## config.mk

```make
export PLATFORM = sky130hd
export DESIGN_NAME = hzd_scoreboard
export DESIGN_NICKNAME = d
export VERILOG_FILES = /design/src/rtl/hzd_scoreboard.sv
export SDC_FILE = /design/constraint.sdc
export NUM_CORES = 1
export LEC_CHECK = 0
export ABC_AREA = 1
export BUFFER_PORTS_ARGS = -buffer_cell sky130_fd_sc_hd__buf_2
export CAP_MARGIN = 20
export CORE_AREA = 5 5 145 147
export DETAILED_ROUTE_END_ITERATION = 10
export DIE_AREA = 0 0 150 152
export HOLD_SLACK_MARGIN = 0.12
export PLACE_DENSITY_LB_ADDON = 0.1
export SYNTH_ARGS = -nofsm -noshare
export SYNTH_HDL_FRONTEND = slang
export SYNTH_SLANG_ARGS = --single-unit
```

## constraint.sdc

```tcl
create_clock -name clk_in -period 3.9 [get_ports clk_in]
set_input_delay 0.585 -clock clk_in [delete_from_list [all_inputs] [get_ports clk_in]]
set_output_delay 0.585 -clock clk_in [all_outputs]
set_load 0.03 [all_outputs]
```

## src/rtl/hzd_scoreboard.sv

```systemverilog
// Hazard unit: per-register scoreboard for multi-cycle producers,
// multi-cycle mispredict flush and wrapping stall/flush event counters.
module hzd_scoreboard #(
    parameter int WIDTH       = 32,
    parameter int INDEX       = 5,
    parameter int LOAD_LAT    = 1,
    parameter int MDU_LAT     = 4,
    parameter int FLUSH_DEPTH = 2
) (
    input  logic             clk_in,
    input  logic             rst_in,
    input  logic             idex_valid_in,
    input  logic             idex_reg_write_in,
    input  logic             idex_mem_read_in,
    input  logic             idex_mdu_in,
    input  logic [INDEX-1:0] idex_rd_in,
    input  logic [WIDTH-1:0] idex_pc_in,
    input  logic [INDEX-1:0] ifid_rs1_in,
    input  logic [INDEX-1:0] ifid_rs2_in,
    input  logic             ifid_use_rs1_in,
    input  logic             ifid_use_rs2_in,
    input  logic             branch_in,
    input  logic [WIDTH-1:0] exmem_branch_in,
    output logic             stall_out,
    output logic             flush_out,
    output logic [WIDTH-1:0] stall_count_out,
    output logic [WIDTH-1:0] flush_count_out
);

    localparam int MAXLAT = (LOAD_LAT > MDU_LAT) ? LOAD_LAT : MDU_LAT;
    localparam int CW     = $clog2(MAXLAT + 1);
    localparam int FW     = (FLUSH_DEPTH > 1) ? $clog2(FLUSH_DEPTH) : 1;
    localparam int NREG   = 2 ** INDEX;

    localparam logic [CW-1:0] LOAD_INIT  = CW'(LOAD_LAT - 1);
    localparam logic [CW-1:0] MDU_INIT   = CW'(MDU_LAT - 1);
    localparam logic [FW-1:0] FLUSH_INIT = FW'(FLUSH_DEPTH - 1);

    logic [CW-1:0]    r_cnt [NREG];
    logic [FW-1:0]    r_fcnt;
    logic [WIDTH-1:0] r_stall_cnt;
    logic [WIDTH-1:0] r_flush_cnt;

    logic [CW-1:0]    w_cnt_nxt [NREG];
    logic [CW-1:0]    w_dec;
    logic [CW-1:0]    w_lat;
    logic             w_mis;
    logic             w_flush;
    logic             w_iss;
    logic             w_busy1;
    logic             w_busy2;
    logic             w_stall;

    assign w_mis = idex_valid_in & branch_in
                 & (exmem_branch_in != idex_pc_in);

    // Outputs are forced quiet while reset is held
    assign w_flush = ~rst_in & (w_mis | (r_fcnt != '0));

    assign w_iss = idex_valid_in & idex_reg_write_in
                 & (idex_mem_read_in | idex_mdu_in)
                 & (idex_rd_in != '0) & ~w_flush;

    assign w_lat = idex_mem_read_in ? LOAD_INIT : MDU_INIT;

    always_comb begin
        w_busy1 = (ifid_rs1_in != '0)
                & ((r_cnt[ifid_rs1_in] != '0)
                   | (w_iss & (idex_rd_in == ifid_rs1_in)));
        w_busy2 = (ifid_rs2_in != '0)
                & ((r_cnt[ifid_rs2_in] != '0)
                   | (w_iss & (idex_rd_in == ifid_rs2_in)));
    end

    assign w_stall = ~rst_in & ~w_flush
                   & ((ifid_use_rs1_in & w_busy1)
                      | (ifid_use_rs2_in & w_busy2));

    // A younger write never shortens an older pending result
    always_comb begin
        w_dec = '0;
        for (int i = 0; i < NREG; i++) begin
            w_dec = (r_cnt[i] != '0) ? r_cnt[i] - 1'b1 : '0;
            w_cnt_nxt[i] = w_dec;
            if (w_iss && (idex_rd_in == INDEX'(i)) && (w_lat > w_dec))
                w_cnt_nxt[i] = w_lat;
        end
        w_cnt_nxt[0] = '0;
    end

    always_ff @(posedge clk_in) begin
        if (rst_in) begin
            for (int i = 0; i < NREG; i++)
                r_cnt[i] <= '0;
        end else begin
            for (int i = 0; i < NREG; i++)
                r_cnt[i] <= w_cnt_nxt[i];
        end
    end

    always_ff @(posedge clk_in) begin
        if (rst_in) begin
            r_fcnt <= '0;
        end else if (w_mis) begin
            r_fcnt <= FLUSH_INIT;
        end else if (r_fcnt != '0) begin
            r_fcnt <= r_fcnt - 1'b1;
        end
    end

    always_ff @(posedge clk_in) begin
        if (rst_in) begin
            r_stall_cnt <= '0;
            r_flush_cnt <= '0;
        end else begin
            if (w_stall)
                r_stall_cnt <= r_stall_cnt + 1'b1;
            if (w_mis)
                r_flush_cnt <= r_flush_cnt + 1'b1;
        end
    end

    assign stall_out       = w_stall;
    assign flush_out       = w_flush;
    assign stall_count_out = r_stall_cnt;
    assign flush_count_out = r_flush_cnt;

endmodule
```

== Yosys cells after proc, flatten, opt, wreduce, memory -nomap -nowiden ==
Memory sizes are Yosys's and may differ from the RTL's.
Cells that the tools add are included.

* Register bits: 65
* RAM bits: 96
* Input port bits: 88
* Output and inout bits: 66
* Word-level logic and storage cells: 355
* Memories kept: 1

* $add $sub $neg: 34
* $lt $le $gt $ge: 31
* Equal/unequal tests: 34
* Mux-type cells: 100
* Bitwise operators: 54
* Reductions and logical operators: 98

{| class="wikitable"
|+ Memory list
! name !! depth !! width !! rd ports !! clocked after memory_dff !! wr ports !! RTL line !! source
|-
| r_cnt || 32 || 3 || 33 || 0 || 32 || 39 || <nowiki>logic [CW-1:0] r_cnt [NREG];</nowiki>
|}

{| class="wikitable"
|+ Operators by type and width
! kind !! count
|-
| two-way mux 3 bit || 94
|-
| nonzero test 3 bit || 33
|-
| > comparator 2 x 3 -> 1 bit || 31
|-
| subtractor 3 x 1 -> 3 bit (second input constant) || 31
|-
| equality test 5 bit (second input constant) || 16
|-
| adder 32 x 1 -> 32 bit (second input constant) || 2
|-
| logical AND 1 bit || 62
|-
| equality test 5 x 4 -> 1 bit (second input constant) || 8
|-
| bitwise OR 1 bit || 37
|-
| != test 32 bit || 1
|-
| equality test 5 x 3 -> 1 bit (second input constant) || 4
|-
| AND 1 bit || 15
|-
| nonzero test 5 bit || 3
|-
| equality test 5 x 2 -> 1 bit (second input constant) || 2
|-
| equality test 5 bit || 2
|-
| equality test 5 x 1 -> 1 bit (second input constant) || 1
|-
| two-way mux 1 bit || 5
|-
| two-way mux 2 bit || 1
|-
| NOT 1 bit || 2
|-
| subtractor 1 bit (second input constant) || 1
|}

== Longest topological paths before layout ==
Gate-level depths: netlist of run 1.

* Depth in word-level cells: 12
* Gate-level depth with buffers: 20

== Worst setup path after synthesis of run 1 ==
No wires, ideal clock.

* Kind: input to register
* Start: in idex_mem_read_in
* End: mem r_cnt[13][1] (netlist name)
* Setup time: 0.132 ns
* Data arrival time: 2.854 ns
* Required time: 3.768 ns
* Path slack: 0.914 ns
* Stages on the path: 10
* Buffers on the path: 1
* Path through: inv_2 > buf_1 > ha_1 > inv_1 > nor2_1 > o21ai_0 > a2111oi_0 > nand2_1 > o21ai_0 > a21oi_1

{| class="wikitable"
|+ RTL lines
! element !! RTL line !! source
|-
| start: declaration || 14 || <nowiki>input logic idex_mem_read_in,</nowiki>
|-
| end: declaration || 39 ||
|}

== Final worst setup path of run 1 ==
* Start: in ifid_rs2_in[1]
* End: out stall_out

* Word-level cells in the longest chain between the ends: 7
* Elaborated cells between the ends (all ways): 10
* Those cells by class: 1 x eq/ne; 6 x bitwise; 2 x reduce/logical; 1 x memory

{| class="wikitable"
|+ RTL lines
! element !! RTL line !! source
|-
| start: declaration || 19 || <nowiki>input logic [INDEX-1:0] ifid_rs2_in,</nowiki>
|-
| memory read (32 x 3 bit) / equality test 5 bit (equally long branches) || n/a ||
|-
| nonzero test 3 bit / AND 1 bit (equally long branches) || 71, 72 ||
|-
| bitwise OR 1 bit || 72 || <nowiki>| (w_iss & (idex_rd_in == ifid_rs2_in)));</nowiki>
|-
| AND 1 bit (*) || 71 || <nowiki>& ((r_cnt[ifid_rs2_in] != '0)</nowiki>
|-
| AND 1 bit (*) || 77 || <nowiki>| (ifid_use_rs2_in & w_busy2));</nowiki>
|-
| bitwise OR 1 bit (*) || 77 ||
|-
| AND 1 bit (*) || 76 || <nowiki>& ((ifid_use_rs1_in & w_busy1)</nowiki>
|-
| end: declaration || 24 || <nowiki>output logic stall_out,</nowiki>
|}

Every way passes the cells marked *; elsewhere a longest branch is shown, timed or not.

==> run metrics, run 1 <==
status=finished, final reports clean; Hold Startpoint=r_cnt[26][2]; Post-Synth XOR/XNOR Area=2.624%; drt pass-1 iters=5; largest area contributor in the synthesized netlist=dfxtp_1; Hold-fix buffers, CTS=0; met3 routed WL=1925 microns; clock-pin slew on the worst setup and hold paths=70 ps; global-route wire length before repair=49590 microns; Die Width=150 microns; Post-CTS Setup Bufs=0; mean area per synthesized cell=6.320 sq um; Post-Synth Adder-Cell Area=7.497%; Area Growth Syn to Fin=15.11%; Remaining Overflow, GRT=0; asr flop ratio synth=0%; DIE HEIGHT=152 microns; crit path launch type=input pin; ANT nets after route=0; final setup fails=0; CTS root buf=clkbuf_16; Placer Congestion=0.9500; mux cell area share after synthesis=0%; EDFF count, synth=0; clock buffer depth=2; DR top layer=met5; area occupied by multi-input gates=6405 sq um; Pwr Total=3.815 mW; CP bufs+invs=4; Synth Cell Area=10680 sq um; Crit Path Category=input pin to primary output; num ports=154; final WL=29660 microns; Critical Path Max Stage Delay=400 ps; sequential area share after synthesis=29.61%; Worst R2R End=stall_count_out[30]; total die area=22800 sq um; min Tclk post-route=3120 ps; Rows=52; Final Core Density=62.16%; Crit path required time=3310 ps; vias in the first global route=10580; Slowest-stage cell, CP=buf_2; Gate Count Post-Synth=1690; Top delay family on crit path=buffers and inverters; DR iter-0 viols=759; H-tree depth=4; cells along the critical path=buf_2 -> inv_2 -> a21oi_1 -> o21ai_0 -> o21ai_0 -> nor2_1 -> nand3_1 -> nand2_1 -> nand2_1 -> nand2_1 -> nand2_1 -> nand2_1 -> nand2_4 -> nand2_2 -> inv_2 -> buf_2; CTS tree=done; CP Data Arrival Time=2540 ps; Crit. End Element=primary output; cell count after placement=2084; gr usage total=25.97%; largest net degree at the start of global routing=98; wire length on met2=13900 microns; Tcrit/Tclk final=80.01%; RSZ-0062 raised after global routing=false; Slew Viols, Final=0; PD cells=310.3 nW/um^2; Post-Syn Nets=1842; Synth top area share=29.61%; synth warn=0; Cell Count, Final, Fillers Out=2117; NumNets Final=1985; Resized cells post-CTS=0; R2R Setup Slk=1410 ps; Via Count=11360; share of cells above drive strength 1=12.51%; initial cell density of the core=54.00%; Fillers=1939; wl on met1=13240 microns; later-pin clock latency in the skew report=430 ps; #FFs+latches synth=158; most used cell, CP=nand2_1; storage element area=3163 sq um; final hold vios=0; post-synth cell types=40; Layout Skew=11.08 ps; design area=12300 sq um; CP max FO=24; hold endpoint=r_cnt[26][2]; Slew headroom=26.94%; Most used DFF post-synth=dfxtp_1; compound-cell area share of the yosys netlist=17.25%; dpl cell area=11680 sq um; TNS Setup=0 ps; CTS Buf Count=17; worst r2r src=stall_count_out[0]; WHS Path Cells=2; Worst Reg-to-Reg Cells=14; Leakage=5.467 nW; core area=19780 sq um; largest family of logic cells by synthesized area=simple AND/OR/NAND/NOR gates; Max VDD drop=271.4 uV; initial antenna violation count=2; drt via density=5.365; maxcap violations=0; Achievable Freq=0.3205 GHz; wire per inst=14.01 microns; clock tree sinks=158; port bufs=153; hpwl dp=22010 microns; HP Class=flop to flop; Slew @ Worst Pin=1096 ps; Area contributors post-synth=dfxtp_1 (30%), nand2_1 (13%), a21oi_1 (9.4%); # DRC=0; area share of and/or/nand/nor cells after synthesis=32.59%
==> kinds of logic (layout without fill, tap and decap cells) <==
logic type,Yosys count,count (layout)
xor+xnor,32,32
compound gates,332,332
fa+ha+maj,64,64
other cells,0,1
simple gates,825,825
flops,158,158
buf+inv,279,435
==> worst register-to-register path, stage by stage, from the launching register on <==
cell,delay [ps]
dfxtp_1,430
ha_1,240
nand2_1,80
nor2_1,90
nand2_1,80
nor3_1,320
nand4_1,170
nor2_1,160
nand4_1,120
nor2_1,190
nand3_1,130
nor2_1,140
nand3_1,90
nand2_1,90
nor2_1,40
==> worst max path at each step <==
stage                                start      endpoint  cells past startpoint
final                       ifid_rs2_in[1]     stall_out                     16
after global routing        ifid_rs2_in[1]     stall_out                     16
after CTS                   ifid_rs2_in[1]     stall_out                     18
after detailed placement    ifid_rs2_in[1]     stall_out                     18
after global placement      ifid_rs2_in[1]     stall_out                     18
after floorplan           idex_mem_read_in  r_cnt[13][1]                     10
==> flip-flops by register name, indices dropped and copies added, names as in the netlist <==
name and count:
r_cnt 93, stall_count_out 32, flush_count_out 32, r_fcnt 1
==> synthesized netlist by cell type (8+ instances only) <==
cell type,number
o2111a_1,17
nor2_1,242
clkbuf_1,21
xnor2_1,25
or2_2,11
inv_1,224
a21oi_1,201
dfxtp_1,158
buf_2,14
nor3_1,42
a2111oi_0,8
o21ai_0,83
ha_1,64
nand4_1,23
nand3_1,115
nor4_1,14
nand2_1,363
==> cell type report <==
type / instances / area share, %
diodes: 1 / 0.02035
repair buffers: 170 / 7.286
flip-flops and latches: 158 / 25.73
clock buffers: 20 / 3.796
well taps: 270 / 2.748
clock inverters: 12 / 1.221
multi-input cells: 1253 / 52.09
inverters: 233 / 7.113
==> report_power, final <==
group	total, mW	switching, mW	internal (mW)	leakage (nW)
Combinational	0.437	0.287	0.150	3.90
Sequential	1.62	0.00473	1.62	1.27
Clock	1.76	0.743	1.01	0.298
==> per-stage QoR <==
| step | worst slack, ps | hold slack (ps) |
|---|---|---|
| after global placement | 878.4 | 460.3 |
| after global routing | 556.2 | 510.9 |
| after CTS | 836.4 | 473.2 |
| after floorplan | 913.9 | 439.7 |
| final | 779.8 | 472.9 |
| after detailed placement | 836.2 | 462.7 |
==> layer usage <==
metal	global-route usage (%)	up-vias
li1	-	5859
met1	34.33	5097
met2	43.30	348
met3	4.945	51
met4	7.102	2
met5	0	-
==> cells in the final DEF, fill, tap and decap left out, drive strengths merged <==
cell type  instances
nor3              42
xor2               7
o31ai              3
a2111oi            8
nand3            116
dfxtp            158
o21a               2
o211ai             4
buf              170
a31oi              3
o22ai              4
bufinv             2
nand2            368
nand3b             2
or2               11
a21boi             2
xnor2             25
a21oi            201
o21ai             85
diode              1
inv              237
clkinv             4
ha                64
clkbuf            20
a22oi              1
nand4             23
o2111ai            1
clkinvlp           2
nor2             246
a211oi             1
nor4              14
o2111a            17
nor3b              3
Note: power is estimated with default switching activity, not from simulation.
==> run 2, diff against run 1 <==
Clock period 3.9 ns to 2.9 ns, I/O delays scaled along.
==> run metrics, run 2 (synthesis results as in run 1) <==
Crit Path Category=flop to primary output; Slew headroom=43.72%; clock buffer depth=2; DR iter-0 viols=803; CP Data Arrival Time=2350 ps; min Tclk post-route=2788 ps; initial antenna violation count=0; antenna cell count=0; gr usage total=26.43%; most frequent cells in the layout=nand2_1 (363), nor2_1 (235), inv_1 (224); Rows=52; final hold vios=0; crit path launch type=flop; vias in the first global route=10770; Seq pwr share=43.5%; wire per inst=14.06 microns; TNS Setup=0 ps; drt pass-1 iters=6; largest net degree at the start of global routing=72; Die Width=150 microns; Via Count=11440; max FFs per register=93; Fin Hold WS=409.3 ps; port bufs=153; Remaining Overflow, GRT=0; status=finished, final reports clean; Crit. End Element=primary output; HP Class=input pin to flop; Worst Reg-to-Reg Cells=14; storage element area=3164 sq um; Slew Viols, Final=0; sw frac=27.90%; RSZ-0062 raised after global routing=false; hold endpoint=stall_count_out[1]; CTS tree=done; core area=19780 sq um; hpwl dp=22650 microns; global-route wire length before repair=50500 microns; CTS root buf=clkbuf_16; Final Core Density=62.73%; net switching power=1.401 mW; R2R Setup Slk=400 ps; H-tree depth=4; drt via density=5.380; Leakage=5.517 nW; ANT nets after route=0; clock power share=44.3%; clock tree sinks=158; share of cells above drive strength 1=13.41%; maxcap violations=0; initial cell density of the core=54.00%; NumNets Final=1996; Placer Congestion=0.9700; clock-pin slew on the worst setup and hold paths=70 ps; worst r2r src=stall_count_out[0]; # DRC=0; Gate power share=12.3%; Most flops, register=r_cnt; Hold Startpoint=ifid_use_rs1_in; Internal=3.619 mW; Fillers=1870; total die area=22800 sq um; final WL=29900 microns; Achievable Freq=0.3587 GHz; Pwr Total=5.019 mW; CTS Buf Count=17; Tcrit/Tclk final=96.14%; most common cell after layout, fill and taps aside=nand2_1; PD cells=404.5 nW/um^2; later-pin clock latency in the skew report=430 ps; Layout Skew=10.12 ps; num ports=154; WHS Path Cells=6; CP max FO=5; DIE HEIGHT=152 microns; area occupied by multi-input gates=6427 sq um; Crit path required time=2470 ps; Max VDD drop=369.6 uV; Worst R2R End=stall_count_out[30]; final setup fails=0; Area Growth Syn to Fin=16.17%; Hold-fix buffers, CTS=0; Slew @ Worst Pin=844.2 ps
==> run 2: layout make-up <==
| cell class | count | share of cell area [%] |
|---|---|---|
| sequential | 158 | 25.50 |
| tap | 270 | 2.723 |
| clock inverter | 13 | 1.049 |
| inverter | 233 | 7.048 |
| multi-input combinational | 1253 | 51.80 |
| clock buffer | 19 | 3.570 |
| timing repair buffer | 181 | 8.309 |
==> run 2: worst max-delay path, cell delays in order (launching register included) <==
cell and delay (ps):
dfxtp_1 340, nor2_2 240, a21oi_1 100, o21ai_0 270, nand3_1 160, nand3_1 110, nand3_1 70, nand2_1 120
nand2_1 70, nand2_1 90, nand2_4 60, nand2_2 60, inv_2 50, clkbuf_4 170
==> run 2: power groups by stage <==
stage / sequential (mW) / combinational [mW] / clock [mW]
after detailed placement: 2.23 / 0.610 / 0
after floorplan: 2.24 / 0.385 / 0
final: 2.18 / 0.616 / 2.22
after CTS: 2.18 / 0.613 / 2.26
after global routing: 2.18 / 0.692 / 2.34
after global placement: 2.23 / 0.595 / 0
==> run 2: how the worst max path moves through the flow <==
stage	startpoint	endpoint	slack (ps)	cells after the start
after global placement	ifid_rs2_in[0]	stall_out	260	13
after floorplan	idex_mem_read_in	r_cnt[13][1]	60	10
after global routing	r_cnt[21][0]	stall_out	9	14
after detailed placement	ifid_rs2_in[0]	stall_out	280	13
after CTS	r_cnt[21][0]	stall_out	70	14
final	r_cnt[25][0]	stall_out	110	13
==> run 2: per-stage QoR <==
stage / setup WS [ps] / std cells / cell area (sq um)
2_1_floorplan: 63.91 / 1690 / 10680
3_5_place_dp: 275.3 / 2095 / 11810
5_1_grt: 8.838 / 2127 / 12410
4_1_cts: 66.88 / 2127 / 12380
3_3_place_gp: 259.1 / 2095 / 11810
6_report: 112.0 / 2127 / 12410
==> run 2: what timing repair did <==
| action | CTS | global route |
|---|---|---|
| buffers inserted | 0 | 0 |
| endpoints found under the hold margin | 0 | 0 |
| gates resized for setup | 0 | 10 |
| setup endpoints to repair | 0 | 1 |
==> run 2: per-layer routing <==
layer  track usage (%)  routed length [microns]  share of wire (%)
met4             7.364                      548                1.8
met3             5.004                     1908                6.4
met1             34.99                    13460                 45
met2             43.93                    13980                 47
met5                 0                        0                  0
==> run 3, diff against run 2 <==
==> constraint.sdc (replaced) <==
create_clock -name clk_in -period 2.9 [get_ports clk_in]
set_input_delay 0.145 -clock clk_in [delete_from_list [all_inputs] [get_ports clk_in]]
set_output_delay 0.145 -clock clk_in [all_outputs]
set_load 0.03 [all_outputs]
==> run metrics, run 3 (synthesis results as in run 1) <==
hold endpoint=stall_count_out[24]; drt via density=5.442; Hold Startpoint=rst_in; max FFs per register=93; final setup fails=0; crit path launch type=flop; total die area=22800 sq um; Rows=52; Slew @ Worst Pin=1068 ps; Remaining Overflow, GRT=0; most common cell after layout, fill and taps aside=nand2_1; R2R Setup Slk=500 ps; initial antenna violation count=0; NumNets Final=1987; final WL=30170 microns; min Tclk post-route=2672 ps; Worst R2R End=stall_count_out[27]; clock buffer depth=2; drt pass-1 iters=7; H-tree depth=4; WHS Path Cells=4; Crit. End Element=primary output; global-route wire length before repair=50270 microns; Tcrit/Tclk final=92.12%; CTS root buf=clkbuf_16; later-pin clock latency in the skew report=430 ps; antenna cell count=0; clock tree sinks=158; CP max FO=31; Most flops, register=r_cnt; Area Growth Syn to Fin=15.30%; CP Data Arrival Time=2530 ps; port bufs=153; Resized cells post-CTS=0; Fin Hold WS=170.5 ps; share of cells above drive strength 1=12.62%; TNS Setup=0 ps; Worst Reg-to-Reg Cells=13; clock-pin slew on the worst setup and hold paths=70 ps; Achievable Freq=0.3743 GHz; Post-CTS Setup Bufs=0; Placer Congestion=1.031; vias in the first global route=10770; DR iter-0 viols=865; initial cell density of the core=54.00%; Die Width=150 microns; worst r2r src=stall_count_out[3]; CTS tree=done; wire per inst=14.26 microns; HP Class=input pin to flop; num ports=154; Hold-fix buffers, CTS=0; Crit Path Category=flop to primary output; final hold vios=0; Slew headroom=28.79%; ANT nets after route=0; core area=19780 sq um; Crit path required time=2760 ps; DIE HEIGHT=152 microns; maxcap violations=0; status=finished, final reports clean; Via Count=11520; PD cells=408.3 nW/um^2; gr usage total=26.38%; RSZ-0062 raised after global routing=false; Slew Viols, Final=0; Fillers=1952; storage element area=3163 sq um; CTS Buf Count=17; largest net degree at the start of global routing=98; Layout Skew=10.59 ps; most frequent cells in the layout=nand2_1 (363), nor2_1 (239), inv_1 (224); Max VDD drop=386.7 uV; # DRC=0; Leakage=5.467 nW; area occupied by multi-input gates=6412 sq um; hpwl dp=22710 microns
## run 3: cell type report
type / instances / area share (%)
timing repair buffer: 172 / 7.701
multi-input combinational: 1253 / 52.07
clock inverter: 11 / 1.107
sequential: 158 / 25.68
clock buffer: 19 / 3.596
tap: 270 / 2.743
inverter: 233 / 7.101
## run 3: worst max-delay path by stage
stage                           to  slack [ps]  depth (start not counted)             start
6_report                 stall_out         230                         14      r_cnt[18][0]
2_1_floorplan         r_cnt[13][1]         350                         10  idex_mem_read_in
5_1_grt                  stall_out          20                         15      r_cnt[16][0]
3_3_place_gp   stall_count_out[17]         530                         19    ifid_rs2_in[1]
4_1_cts                  stall_out         120                         14      r_cnt[18][0]
3_5_place_dp   stall_count_out[19]         440                         19    ifid_rs2_in[1]
## run 3: metal layers
layer  vias up  share of wire, %  GRT usage, %
met1      5264                46         35.10
li1       5850                 -             -
met4         0               2.1         8.322
met3        51               5.8         4.796
met2       350                46         43.30
met5         -                 0             0
## run 3: metrics by stage
step                      total power [mW]  cell area (sq um)  std cells  utilization [%]  worst slack (ps)
after detailed placement             2.828              11730       2086            59.30             444.5
after global routing                 5.246              12320       2116            62.27             24.70
final                                5.028              12320       2116            62.27             228.4
after global placement               2.814              11730       2086            59.30             525.2
after CTS                            5.064              12310       2116            62.23             122.2
after floorplan                      2.622              10680       1690                -             353.9
## run 3: critical path, cell delays in order (launching register included)
cell and delay, ps:
dfxtp_1 310, or2_2 320, nor2_2 190, nor2_1 60
o21ai_0 140, nand3_1 90, nand3_1 70, nand3_1 60
nand2_1 90, nand2_1 90, nand2_1 110, nand2_4 210
nand2_2 140, inv_2 50, buf_2 170
## run 3: where the power goes
group / total, mW / internal (mW) / switching, mW
combinational: 0.603 / 0.212 / 0.391
sequential: 2.18 / 2.18 / 0.00600
clock: 2.24 / 1.29 / 0.949
